==> src/rtl/cache_fill_controller.sv <==
`default_nettype none
`timescale 1ns/1ps
// ============================================================================
// Module   : cache_fill_controller
// Purpose  : Miss-handling sequencer for the memory port shared by the I- and
//            D-caches. On a miss it picks one requester (I-cache wins ties)
//            and streams the whole aligned block from pipelined memory, one
//            read address per cycle. Each returned word is written into the
//            cache data array, and the tag is written along with the last word.
// Ports    : clk, rst (async, active-high)
//            I_miss/D_miss, I_addr/D_addr     - miss requests and addresses
//            memory_data_valid                - in-order read data strobe
//            fsm_busy, mem_en, memory_address - fill status and read issue
//            write_data_array, write_tag_array, Word_Num - cache write controls
//            serving_I, fill_done             - requester select, done pulse
// Revision : 1.0 - initial release
// ============================================================================
module cache_fill_controller #(
    parameter int ADDR_W     = 16,
    parameter int WORD_IDX_W = 3
) (
    input  logic                  clk,
    input  logic                  rst,
    input  logic                  I_miss,
    input  logic                  D_miss,
    input  logic [ADDR_W-1:0]     I_addr,
    input  logic [ADDR_W-1:0]     D_addr,
    input  logic                  memory_data_valid,
    output logic                  fsm_busy,
    output logic                  mem_en,
    output logic [ADDR_W-1:0]     memory_address,
    output logic                  write_data_array,
    output logic                  write_tag_array,
    output logic [WORD_IDX_W-1:0] Word_Num,
    output logic                  serving_I,
    output logic                  fill_done
);

    // Block offset covers WORD_IDX_W word bits plus the byte-in-word bit.
    localparam int OFF_W = WORD_IDX_W + 1;

    localparam logic [WORD_IDX_W:0]   c_issue_one = {{WORD_IDX_W{1'b0}}, 1'b1};
    localparam logic [WORD_IDX_W-1:0] c_recv_one  = {{(WORD_IDX_W-1){1'b0}}, 1'b1};

    typedef enum logic [1:0] {
        S_IDLE = 2'd0,
        S_FILL = 2'd1,
        S_DONE = 2'd2
    } state_t;

    state_t                r_state;
    logic [ADDR_W-1:0]     r_base;
    logic                  r_serving_i;
    logic [WORD_IDX_W:0]   r_issue_cnt;
    logic [WORD_IDX_W-1:0] r_recv_cnt;

    logic                  w_in_fill;
    logic                  w_issue;
    logic                  w_write;
    logic                  w_last;
    logic [ADDR_W-1:0]     w_sel_base;
    logic [ADDR_W-1:0]     w_offset;

    assign w_in_fill  = (r_state == S_FILL);
    // issue_cnt < BLOCK_WORDS exactly when its top bit is still clear.
    assign w_issue    = w_in_fill && !r_issue_cnt[WORD_IDX_W];
    assign w_write    = w_in_fill && memory_data_valid;
    assign w_last     = w_write && (r_recv_cnt == '1);
    assign w_sel_base = I_miss ? {I_addr[ADDR_W-1:OFF_W], {OFF_W{1'b0}}}
                               : {D_addr[ADDR_W-1:OFF_W], {OFF_W{1'b0}}};
    assign w_offset   = {{(ADDR_W-OFF_W){1'b0}}, r_issue_cnt[WORD_IDX_W-1:0], 1'b0};

    always_ff @(posedge clk or posedge rst) begin
        if (rst) begin
            r_state     <= S_IDLE;
            r_base      <= '0;
            r_serving_i <= 1'b0;
            r_issue_cnt <= '0;
            r_recv_cnt  <= '0;
        end else begin
            case (r_state)
                S_IDLE: begin
                    if (I_miss || D_miss) begin
                        r_state     <= S_FILL;
                        r_serving_i <= I_miss;
                        r_base      <= w_sel_base;
                        r_issue_cnt <= '0;
                        r_recv_cnt  <= '0;
                    end
                end
                S_FILL: begin
                    if (w_issue) begin
                        r_issue_cnt <= r_issue_cnt + c_issue_one;
                    end
                    if (w_write) begin
                        r_recv_cnt <= r_recv_cnt + c_recv_one;
                    end
                    if (w_last) begin
                        r_state <= S_DONE;
                    end
                end
                S_DONE: begin
                    // Misses are ignored here; a pending one is taken from IDLE.
                    r_state <= S_IDLE;
                end
                default: begin
                    r_state <= S_IDLE;
                end
            endcase
        end
    end

    // Outputs are decoded from registered state, so an asynchronous reset
    // drives them all to zero immediately. Data/tag writes follow the valid
    // strobe combinationally in the same cycle.
    assign fsm_busy         = w_in_fill;
    assign fill_done        = (r_state == S_DONE);
    assign mem_en           = w_issue;
    assign memory_address   = w_issue ? (r_base + w_offset) : '0;
    assign write_data_array = w_write;
    assign write_tag_array  = w_last;
    assign Word_Num         = w_write ? r_recv_cnt : '0;
    assign serving_I        = r_serving_i;

endmodule
`default_nettype wire

==> config.mk <==
export PLATFORM = sky130hd
export DESIGN_NAME = cache_fill_controller
export DESIGN_NICKNAME = d
export VERILOG_FILES = /design/src/rtl/cache_fill_controller.sv
export SDC_FILE = /design/constraint.sdc
export NUM_CORES = 1
export LEC_CHECK = 0
export BUFFER_PORTS_ARGS = -buffer_cell sky130_fd_sc_hd__buf_2
export CELL_PAD_IN_SITES_DETAIL_PLACEMENT = 0
export CELL_PAD_IN_SITES_GLOBAL_PLACEMENT = 2
export CORE_UTILIZATION = 23
export DETAILED_ROUTE_END_ITERATION = 7
export GPL_TIMING_DRIVEN = 1
export HOLD_SLACK_MARGIN = 0.02
export PLACE_DENSITY = 0.72
export SETUP_SLACK_MARGIN = 0.02
export SLEW_MARGIN = 40
export SYNTH_ARGS = -nofsm -noshare
export SYNTH_HDL_FRONTEND = slang
export SYNTH_SLANG_ARGS = --single-unit
==> constraint.sdc <==
create_clock -name clk -period 1.47 [get_ports clk]
set_clock_uncertainty 0.1 [all_clocks]
set_input_delay 0.2205 -clock clk [delete_from_list [all_inputs] [get_ports clk]]
set_output_delay 0.2205 -clock clk [all_outputs]
set_load 0.01 [all_outputs]
# Yosys cells after proc, flatten, opt, wreduce, memory -nomap -nowiden

Index checks and enable logic that the tools add are counted.

Output and inout bits: 25
Logic and storage cells: 38
Register bits: 26

Multiplexer cells: 12
Eq/ne operators: 7
Reductions and logical operators: 11
Add/subtract/negate cells: 3

Operators with widths:

| operator              | number |
|---|---|
| $mux W16              | 2 |
| $add A16 B4 Y16       | 1 |
| $mux W3               | 3 |
| $mux W4               | 2 |
| $pmux W4 S2           | 1 |
| $pmux W3 S2           | 1 |
| $reduce_and A3 Y1     | 2 |
| $add A4 B1 Y4 const B | 1 |
| $mux W2               | 2 |
| $ne A2 B1 Y1 const B  | 2 |
| $ne A2 B2 Y1 const B  | 2 |
| $pmux W2 S2           | 1 |
| $reduce_and A2 Y1     | 2 |
| $add A3 B1 Y3 const B | 1 |
| $eq A3 B3 Y1 const B  | 1 |
| $logic_and A1 B1 Y1   | 3 |
| $eq A2 B1 Y1 const B  | 1 |
| $eq A2 B2 Y1 const B  | 1 |
| $logic_not A2 Y1      | 1 |
| $reduce_bool A2 Y1    | 1 |
| $logic_not A1 Y1      | 1 |
| $logic_or A1 B1 Y1    | 1 |

# Logic depth before layout (Yosys ltp)

Gate-level depths: netlist (run 1).

Depth in word-level cells: 5
Mapped depth: 6
Depth with buffers taken out: 4

# Worst setup path before layout (run 1)

No wires, ideal clock.

Path kind: reg-to-output
From: register r_state[1]
To: output memory_address[10]
Buffers on the path: 1
Cell stages (with the launch flop): 5
Arrival time: 1.218 ns
Path slack: -0.069 ns
Path through: dfrtp_1 -> or3b_4 -> inv_2 -> buf_6 -> and2_1

Word-level cells in the longest chain between the ends: 3

Ends and longest elaborated chain:

| what                     | line | source |
|---|---|---|
| start: declaration       | 51   | `state_t r_state;` |
| start signal: assignment | 75   | `r_state <= S_IDLE;` |
| start signal: assignment | 84   | `r_state <= S_FILL;` |
| start signal: assignment | 99   | `r_state <= S_DONE;` |
| $eq A2 B1 Y1             | 64   | `assign w_in_fill = (r_state == S_FILL);` |
| $logic_and A1 B1 Y1      | 66   | `assign w_issue = w_in_fill && !r_issue_cnt[WORD_IDX_W];` |
| net mem_en               | 30   | `output logic mem_en,` |
| $mux W16                 | 119  | `assign memory_address = w_issue ? (r_base + w_offset) : '0;` |
| end: declaration         | 31   | `output logic [ADDR_W-1:0] memory_address,` |

The timed path passes the listed nets, and every way through them passes these cells.

# Worst setup path after layout (run 1)

From: register r_issue_cnt[3]
To: output memory_address[2]

Word-level cells in the longest chain between the ends: 3

Ends and longest elaborated chain:

| what                     | line | source |
|---|---|---|
| start: declaration       | 54   | `logic [WORD_IDX_W:0] r_issue_cnt;` |
| start signal: assignment | 93   | `r_issue_cnt <= r_issue_cnt + c_issue_one;` |
| $logic_not A1 Y1         | 66   |  |
| $logic_and A1 B1 Y1      | 66   |  |
| $mux W16                 | 119  |  |

No other way between the ends.

==> results_dict.tcl, run 1 <==
set metrics [dict create \
    cp_cell_sequence "or3b_4 > inv_6 > and2_4 > buf_6" \
    route.met2.wl_mm 1.87 \
    seq_area_frac_synth_pct 45.6 \
    synth-async-reset-ratio_pct 100 \
    antenna_left 0 \
    met1_length_mm 1.37 \
    syn_nets 159 \
    num_rows 26 \
    critical_path_class "reg -> out" \
    yosys_warnings 0 \
    violations "negative setup slack" \
    hold_class "in -> reg" \
    cap_violations 0 \
    start_util_pct 23.8 \
    yosys_register_bits 22 \
    via_per_inst 4.34 \
    tns_ps -7070 \
    synth_top_flop_cell "dfrtp_1" \
    period_share_pct 122 \
    leakagePower_nw 0.991 \
    drive_above_1_share_pct 56.1 \
    grt_pass1_vias 1129 \
    worstSetupStartpointType "flop" \
    dp_hpwl_mm 2.29 \
    final_cells 257 \
    critical_path.slowest_cell "or3b_4" \
    critical_path_arrival_ps 1470 \
    yosysUniqueCellTypes 29 \
    rsz0062_at_grt "true" \
    ir_drop_mv 0.612 \
    grt_pass1_wl_mm 5.28 \
    wl_per_cell_um 13.1 \
    top_layer "met4" \
    max_freq_ghz 0.558 \
    antenna_found_initial 0 \
    p_per_area_mw_per_mm2 2110 \
    fin_crit_ps 1790 \
    track_usage_pct 12.5 \
    crit_buf_inv 2 \
    run_status "finished with violations" \
    drc 0 \
    nNetsFinal 228 \
    clock-root-buffer "clkbuf_8" \
    die_w_um 74.5 \
    critPathRequiredTime_ps 1150 \
    htreeDepth 1 \
    placed_cells 242 \
    area_growth_pct 65.2 \
    antennaDiodeCount 0 \
    max_stage_delay_ps 480 \
    drtIter0Drc 51 \
    setup_slack_ps -323 \
    cp-end-kind "primary output" \
    die_area_sq_mm 0.00554 \
    clock_latency_ps 260 \
    path_delay_family "simple AND/OR/NAND/NOR gates" \
    cts.clk_slew.worst_paths_ps 80 \
    io-pin-count 62 \
    dr.pass1.iters 4 \
    avgSynthCellArea_sq_um 10.1 \
    wirelength_mm 3.37 \
    overflow 0 \
    num_vias 1115 \
    cts_made_buffers 3 \
    synthCells 119 \
    synth_edf_count 0 \
    grt_max_degree 23 \
    cts_tree "done" \
    holdWs_ps 151 \
    report.final.hold_viol_count 0 \
    place_area_sq_mm 0.00159 \
    die_h_um 74.5 \
    syn_area_sq_mm 0.00121 \
    cts_max_path_buffers 2 \
    setup_viol 29 \
    met3_length_um 83 \
    final_util_pct 39.3 \
    fin_area_sq_mm 0.00199 \
    clkSinkCount 22 \
    maxSlewViolCount 0 \
    port_buffers 52 \
    gp_congestion 0.663 \
    core_sq_mm 0.00507 \
    cp_max_fo 8 \
]
-- report_power, final --
| part | internal [mW] | switching, mW | total [mW] |
|---|---|---|---|
| clock | 0.363 | 0.198 | 0.562 |
| combinational | 1.52 | 1.06 | 2.58 |
| sequential | 0.885 | 0.186 | 1.07 |
-- sequential cells by signal, summed over array words and instances, names as in the netlist --
register     flops
r_base          12
r_recv_cnt       3
r_state          2
serving_I        1
r_issue_cnt      4
-- metal layers --
layer	vias up	GRT usage, %
li1	550	-
met1	538	16.0
met2	23	22.1
met3	4	0.542
met4	0	5.03
met5	-	0
-- cell usage in the layout (no fill, tap or decap), types with 2 or more instances in the layout --
master and n:
inv_1 3, a22o_1 3, and2_1 4, ha_1 3
dfrtp_1 22, a21oi_1 24, buf_4 12, and2_4 15
clkbuf_8 3, buf_6 24, buf_2 34, nor2_1 2
mux2i_1 12
-- path summary, 6_finish.rpt --
| path | from | endpoint | slack, ps | depth (start not counted) |
|---|---|---|---|---|
| max in group asynchronous | rst | r_issue_cnt[2]$_DFFE_PP0P_ | 620 | 4 |
| min in group asynchronous | rst | r_issue_cnt[0]$_DFFE_PP0P_ | 430 | 4 |
| worst min register to register | serving_I$_DFFE_PP0P_ | serving_I$_DFFE_PP0P_ | 410 | 1 |
| worst max register to register | r_state[0]$_DFFE_PP0P_ | r_recv_cnt[0]$_DFFE_PP0P_ | -170 | 6 |
| worst min-delay path | D_miss | serving_I$_DFFE_PP0P_ | 150 | 3 |
| worst max-delay path | r_issue_cnt[3]$_DFFE_PP0P_ | memory_address[2] | -320 | 4 |
-- synthesized netlist by cell type, types with 2 or more instances --
cell type	count	area share, %
and2_1	19	9.8
buf_2	6	2.5
nor4bb_1	2	1.7
nor2_1	3	0.93
dfrtp_1	22	46
mux2i_1	12	9.9
o21ai_0	2	0.83
ha_1	3	3.1
a21oi_1	24	9.9
inv_1	3	0.93
buf_6	2	1.9
a22o_1	3	2.2
nand2_1	2	0.62
-- kinds of logic (layout without fill, tap and decap cells) --
logic type,Yosys count,after routing,share of synthesized area (%)
flops,22,22,45.6
fa+ha+maj,3,3,3.11
compound gates,35,35,17.1
buf+inv,13,81,6.22
simple gates,32,32,16.8
mux,13,13,10.9
other cells,1,1,0.311
-- area by class of cell --
class | instances | area (sq um)
inverter | 4 | 22.5
sequential | 22 | 551
clock buffer | 3 | 41.3
timing repair inverter | 1 | 8.76
tap | 70 | 87.6
clock inverter | 1 | 30.0
multi-input combinational | 84 | 693
fill | 528 | 3080
timing repair buffer | 72 | 561
-- worst register-to-register path, stage by stage, from the launching register on --
cell and delay (ps):
dfrtp_1 380, buf_4 170, and3b_2 240, buf_4 150, buf_6 110, buf_4 130
mux2_4 260
-- repair_timing --
item / CTS / global route
hold buffers: 1 / 0
hold endpoints to repair: 22 / 0
endpoints found under the setup margin: 25 / 44
resized for setup: 39 / 12
pin swaps: 19 / 1
setup buffers: 7 / 3
cloned: 1 / 1
-- per-stage QoR --
stage / total power, mW / setup slack, ps
final: 4.22 / -323
after global routing: 4.50 / -370
after CTS: 4.08 / -341
after detailed placement: 2.81 / -100
after global placement: 2.77 / -91.8
after floorplan: 2.20 / -52.4
Note: power is estimated with default switching activity, not from simulation.
==> run 2, diff against run 1 <==
- BUFFER_PORTS_ARGS: -buffer_cell sky130_fd_sc_hd__buf_2 -> unset
- CORE_ASPECT_RATIO: unset -> 1.75
- CORE_UTILIZATION: 23 -> 35
- DONT_BUFFER_PORTS: unset -> 1
- PLACE_DENSITY: 0.72 -> 0.74
- clock period: 1.47 -> 2.25 ns (I/O delays scaled with it)
==> run 2 against run 1 <==
Largest power group unchanged; the flow now finishes without violations; critical path type unchanged; power shrank 59%; global-route usage grew 3.1 points; critical path depth shrank 1; combinational power shrank 70%; largest cell class unchanged; cell count shrank 37%; die area shrank 33%.
==> results_dict.tcl, run 2 (synthesis gave the netlist of run 1 again) <==
set metrics [dict create \
    num_vias 874 \
    grt_max_degree 23 \
    report.final.hold_viol_count 0 \
    hold_class "in -> reg" \
    clock_latency_ps 260 \
    overflow 0 \
    maxSlewViolCount 0 \
    cts_resized 0 \
    worstSetupStartpointType "flop" \
    drc 0 \
    ir_drop_mv 0.482 \
    critPathRequiredTime_ps 1810 \
    cts.clk_slew.worst_paths_ps 70 \
    run_status "finished clean" \
    gp_congestion 0.757 \
    dr.pass1.iters 4 \
    tns_ps 0 \
    io-pin-count 62 \
    start_util_pct 37.6 \
    dpl_worst_slack_ps 493 \
    die_h_um 79.7 \
    cts_tree "done" \
    max_freq_ghz 0.495 \
    wirelength_mm 2.68 \
    reg_top3 "r_base (12), r_issue_cnt (4), r_recv_cnt (3)" \
    htreeDepth 1 \
    clock-root-buffer "clkbuf_8" \
    seqCellArea_sq_um 551 \
    fin_crit_ps 2020 \
    cts_hold_buf 1 \
    antennaDiodeCount 0 \
    drtIter0Drc 22 \
    die_w_um 46.4 \
    fillers 336 \
    wl_per_cell_um 16.7 \
    final_util_pct 40.1 \
    cp_max_fo 17 \
    via_per_inst 5.43 \
    clkSinkCount 22 \
    antenna_left 0 \
    p_per_area_mw_per_mm2 1330 \
    critical_path_arrival_ps 1580 \
    area_growth_pct 6.63 \
    setup_viol 0 \
    num_rows 27 \
    critical_path_class "reg -> out" \
    nNetsFinal 160 \
    final_cell_mix "24 x a21oi_1, 22 x dfrtp_1, 19 x and2_1" \
    cts_max_path_buffers 2 \
    antenna_found_initial 0 \
    multi_input_area_sq_um 587 \
    regMostFlops "r_base" \
    period_share_pct 89.7 \
    leakagePower_nw 0.580 \
    grt_pass1_vias 874 \
    setup_slack_ps 231 \
    core_sq_mm 0.00321 \
    post_cts_buffers 0 \
    rsz0062_at_grt "false" \
    cts_made_buffers 3 \
    mostFrequentLayoutCell "a21oi_1" \
    die_area_sq_mm 0.00370 \
    drive_above_1_share_pct 12.7 \
    cp-end-kind "primary output" \
    cap_violations 0 \
    dp_hpwl_mm 1.89 \
    largest_register_ffs 12 \
    track_usage_pct 15.6 \
    port_buffers 0 \
    grt_pass1_wl_mm 4.11 \
]
==> run 2: through the flow <==
stage               power, mW  cells  hold slack [ps]  area, sq um
global route             1.85    161              124         1290
detailed placement       1.49    157              169         1240
floorplan                1.35    119              227         1210
finish                   1.71    161              124         1290
CTS                      1.74    161              121         1290
global placement         1.47    157              348         1240
==> run 2: final cells by class <==
| class | count | area share [%] |
|---|---|---|
| Multi-Input combinational cell | 84 | 45.6 |
| Sequential cell | 22 | 42.8 |
| Tap cell | 43 | 4.18 |
| Timing Repair Buffer | 5 | 3.11 |
| Inverter | 4 | 1.17 |
| Clock buffer | 3 | 3.21 |
==> run 2: where the power goes <==
| group | leakage, nW | internal (mW) | switching (mW) |
|---|---|---|---|
| clock network | 0.0216 | 0.119 | 0.118 |
| registers | 0.253 | 0.578 | 0.117 |
| logic | 0.305 | 0.322 | 0.457 |
==> run 2: worst paths after layout <==
check                                                start                      to  slack [ps]  depth (start not counted)
max in group asynchronous                              rst  r_state[1]$_DFFE_PP0P_        1280                          2
worst max register to register      r_state[1]$_DFFE_PP0P_  r_state[0]$_DFFE_PP0P_         680                          4
worst min-delay path                                I_miss   serving_I$_DFFE_PP0P_         120                          1
worst min register to register      r_base[15]$_DFFE_PP0P_  r_base[15]$_DFFE_PP0P_         430                          2
min in group asynchronous                              rst  r_base[13]$_DFFE_PP0P_         450                          2
worst max-delay path            r_issue_cnt[3]$_DFFE_PP0P_      memory_address[14]         230                          3
==> run 2: critical path, stage by stage (launching register included) <==
cell and delay (ps):
dfrtp_1 400, or3b_4 430, inv_2 250, and2_1 240
==> run 2: layer usage <==
| layer | share of wire [%] | track usage, % | wire, um |
|---|---|---|---|
| met3 | 6.2 | 2.94 | 166 |
| met4 | 1.5 | 7.06 | 40 |
| met5 | 0 | 0 | 0 |
| met2 | 54 | 26.8 | 1450 |
| met1 | 38 | 17.5 | 1020 |
==> run 3, diff against run 2 <==
- BUFFER_PORTS_ARGS: unset -> -buffer_cell sky130_fd_sc_hd__buf_2
- CORE_UTILIZATION: 35 -> 27
- DONT_BUFFER_PORTS: 1 -> unset
- PLACE_DENSITY: 0.74 -> 0.8
==> run 3 against run 2 <==
Flip-flop and latch count is the same; global-route usage down 2.9 points; power increased by 20%; register-to-register slack better by 60 ps; critical endpoint unchanged.
==> results_dict.tcl, run 3 (synthesis gave the netlist of run 1 again) <==
set metrics [dict create \
    clock-root-buffer "clkbuf_8" \
    setup_slack_ps 191 \
    grt_pass1_vias 1035 \
    wirelength_mm 2.86 \
    cp_cell_sequence "or3b_4 > inv_2 > and2_1 > buf_2" \
    min_path_cells 3 \
    area_growth_pct 32.5 \
    met2_usage_pct 21.8 \
    p_per_area_mw_per_mm2 1280 \
    worstSetupStartpointType "flop" \
    clkSinkCount 22 \
    post_cts_buffers 0 \
    nNetsFinal 214 \
    holdWs_ps 265 \
    r2r_slack_ps 740 \
    cts_made_buffers 3 \
    dp_hpwl_mm 2.16 \
    largest_register_ffs 12 \
    r2r_cells 4 \
    reg_top3 "r_base (12), r_issue_cnt (4), r_recv_cnt (3)" \
    r2r_end "r_recv_cnt[0]$_DFFE_PP0P_" \
    grt_max_degree 23 \
    critical_path_arrival_ps 1620 \
    use_met1_pct 15.1 \
    period_share_pct 91.5 \
    cts.clk_slew.worst_paths_ps 80 \
    grt_pass1_wl_mm 4.57 \
    via_per_inst 4.74 \
    worstReg2RegStart "r_state[1]$_DFFE_PP0P_" \
    wl_per_cell_um 12.9 \
    antennaDiodeCount 0 \
    regMostFlops "r_base" \
    cts_resized 0 \
    clock_latency_ps 260 \
    port_buffers 52 \
    gp_congestion 0.705 \
    core_sq_mm 0.00423 \
    maxSlewViolCount 0 \
    fin_crit_ps 2060 \
    drive_above_1_share_pct 39.9 \
    critical_path_class "reg -> out" \
    cp_max_fo 17 \
    overflow 0 \
    die_area_sq_mm 0.00475 \
    cp-end-kind "primary output" \
    ir_drop_mv 0.525 \
    hp-start "D_addr[4]" \
    leakagePower_nw 0.823 \
    start_util_pct 28.6 \
    num_vias 1053 \
    drc 0 \
    track_usage_pct 12.8 \
    final_cell_mix "52 x buf_2, 24 x a21oi_1, 22 x dfrtp_1" \
    cap_violations 0 \
    rsz0062_at_grt "false" \
    num_rows 31 \
    final_util_pct 37.9 \
    die_w_um 52.6 \
    dpl_worst_slack_ps 458 \
    cts_max_path_buffers 2 \
    hold_class "in -> reg" \
    critical_path.slowest_cell "or3b_4" \
    critPathRequiredTime_ps 1810 \
    gr-max-usage-layer "met2" \
    dr.pass1.iters 4 \
    max_freq_ghz 0.486 \
    cts_tree "done" \
    htreeDepth 1 \
    p_total_mw 2.05 \
    io-pin-count 62 \
    gr-usage-met3_pct 1.52 \
    run_status "finished clean" \
    die_h_um 90.5 \
    antenna_found_initial 0 \
    report.final.hold_viol_count 0 \
    setup_viol 0 \
    max_stage_delay_ps 430 \
    antenna_left 0 \
    tns_ps 0 \
    drtIter0Drc 16 \
    hold_end "r_base[4]$_DFFE_PP0P_" \
    mostFrequentLayoutCell "buf_2" \
]
[run 3: power by group]
group          switching [mW]  internal, mW  leakage (nW)
registers               0.104         0.577         0.253
logic                   0.518         0.481         0.533
clock network           0.130         0.238        0.0357
total                   0.753          1.30         0.823
[run 3: repair_timing]
item                                    CTS  global route
endpoints found under the setup margin    0             0
hold endpoints to repair                 22             0
hold buffers                              1             0
[run 3: layer usage]
layer  up-vias  share of wire (%)
li1        523                  -
met1       493                 41
met2        32                 53
met3         5                4.4
met4         0                1.9
met5         -                  0
[run 3: worst max-delay path by stage]
stage | to | slack, ps | start
5_1_grt | memory_address[4] | 110 | r_issue_cnt[3]$_DFFE_PP0P_
4_1_cts | memory_address[1] | 170 | r_issue_cnt[3]$_DFFE_PP0P_
6_report | memory_address[14] | 190 | r_issue_cnt[3]$_DFFE_PP0P_
3_3_place_gp | memory_address[1] | 480 | r_issue_cnt[3]$_DFFE_PP0P_
2_1_floorplan | memory_address[10] | 590 | r_state[1]$_DFFE_PP0P_
3_5_place_dp | memory_address[1] | 460 | r_issue_cnt[3]$_DFFE_PP0P_
[run 3: worst max-delay path, delay by kind of cell (launching register included)]
family / cells / cell delay [ps]
buffers and inverters: 2 / 340
flip-flops: 1 / 410
AND/OR/NAND/NOR: 2 / 610
[run 3: cell type report]
class,count,area (sq um)
inverter,4,15.0
fill,452,2630
multi-input combinational,84,587
clock inverter,1,30.0
tap,49,61.3
timing repair buffer,59,315
clock buffer,3,41.3
sequential,22,551
[run 3: metrics by stage]
| stage | std cells | area [sq um] |
|---|---|---|
| 2_1_floorplan | 119 | 1210 |
| 3_3_place_gp | 217 | 1520 |
| 3_5_place_dp | 217 | 1520 |
| 4_1_cts | 222 | 1600 |
| 5_1_grt | 222 | 1600 |
| 6_report | 222 | 1600 |
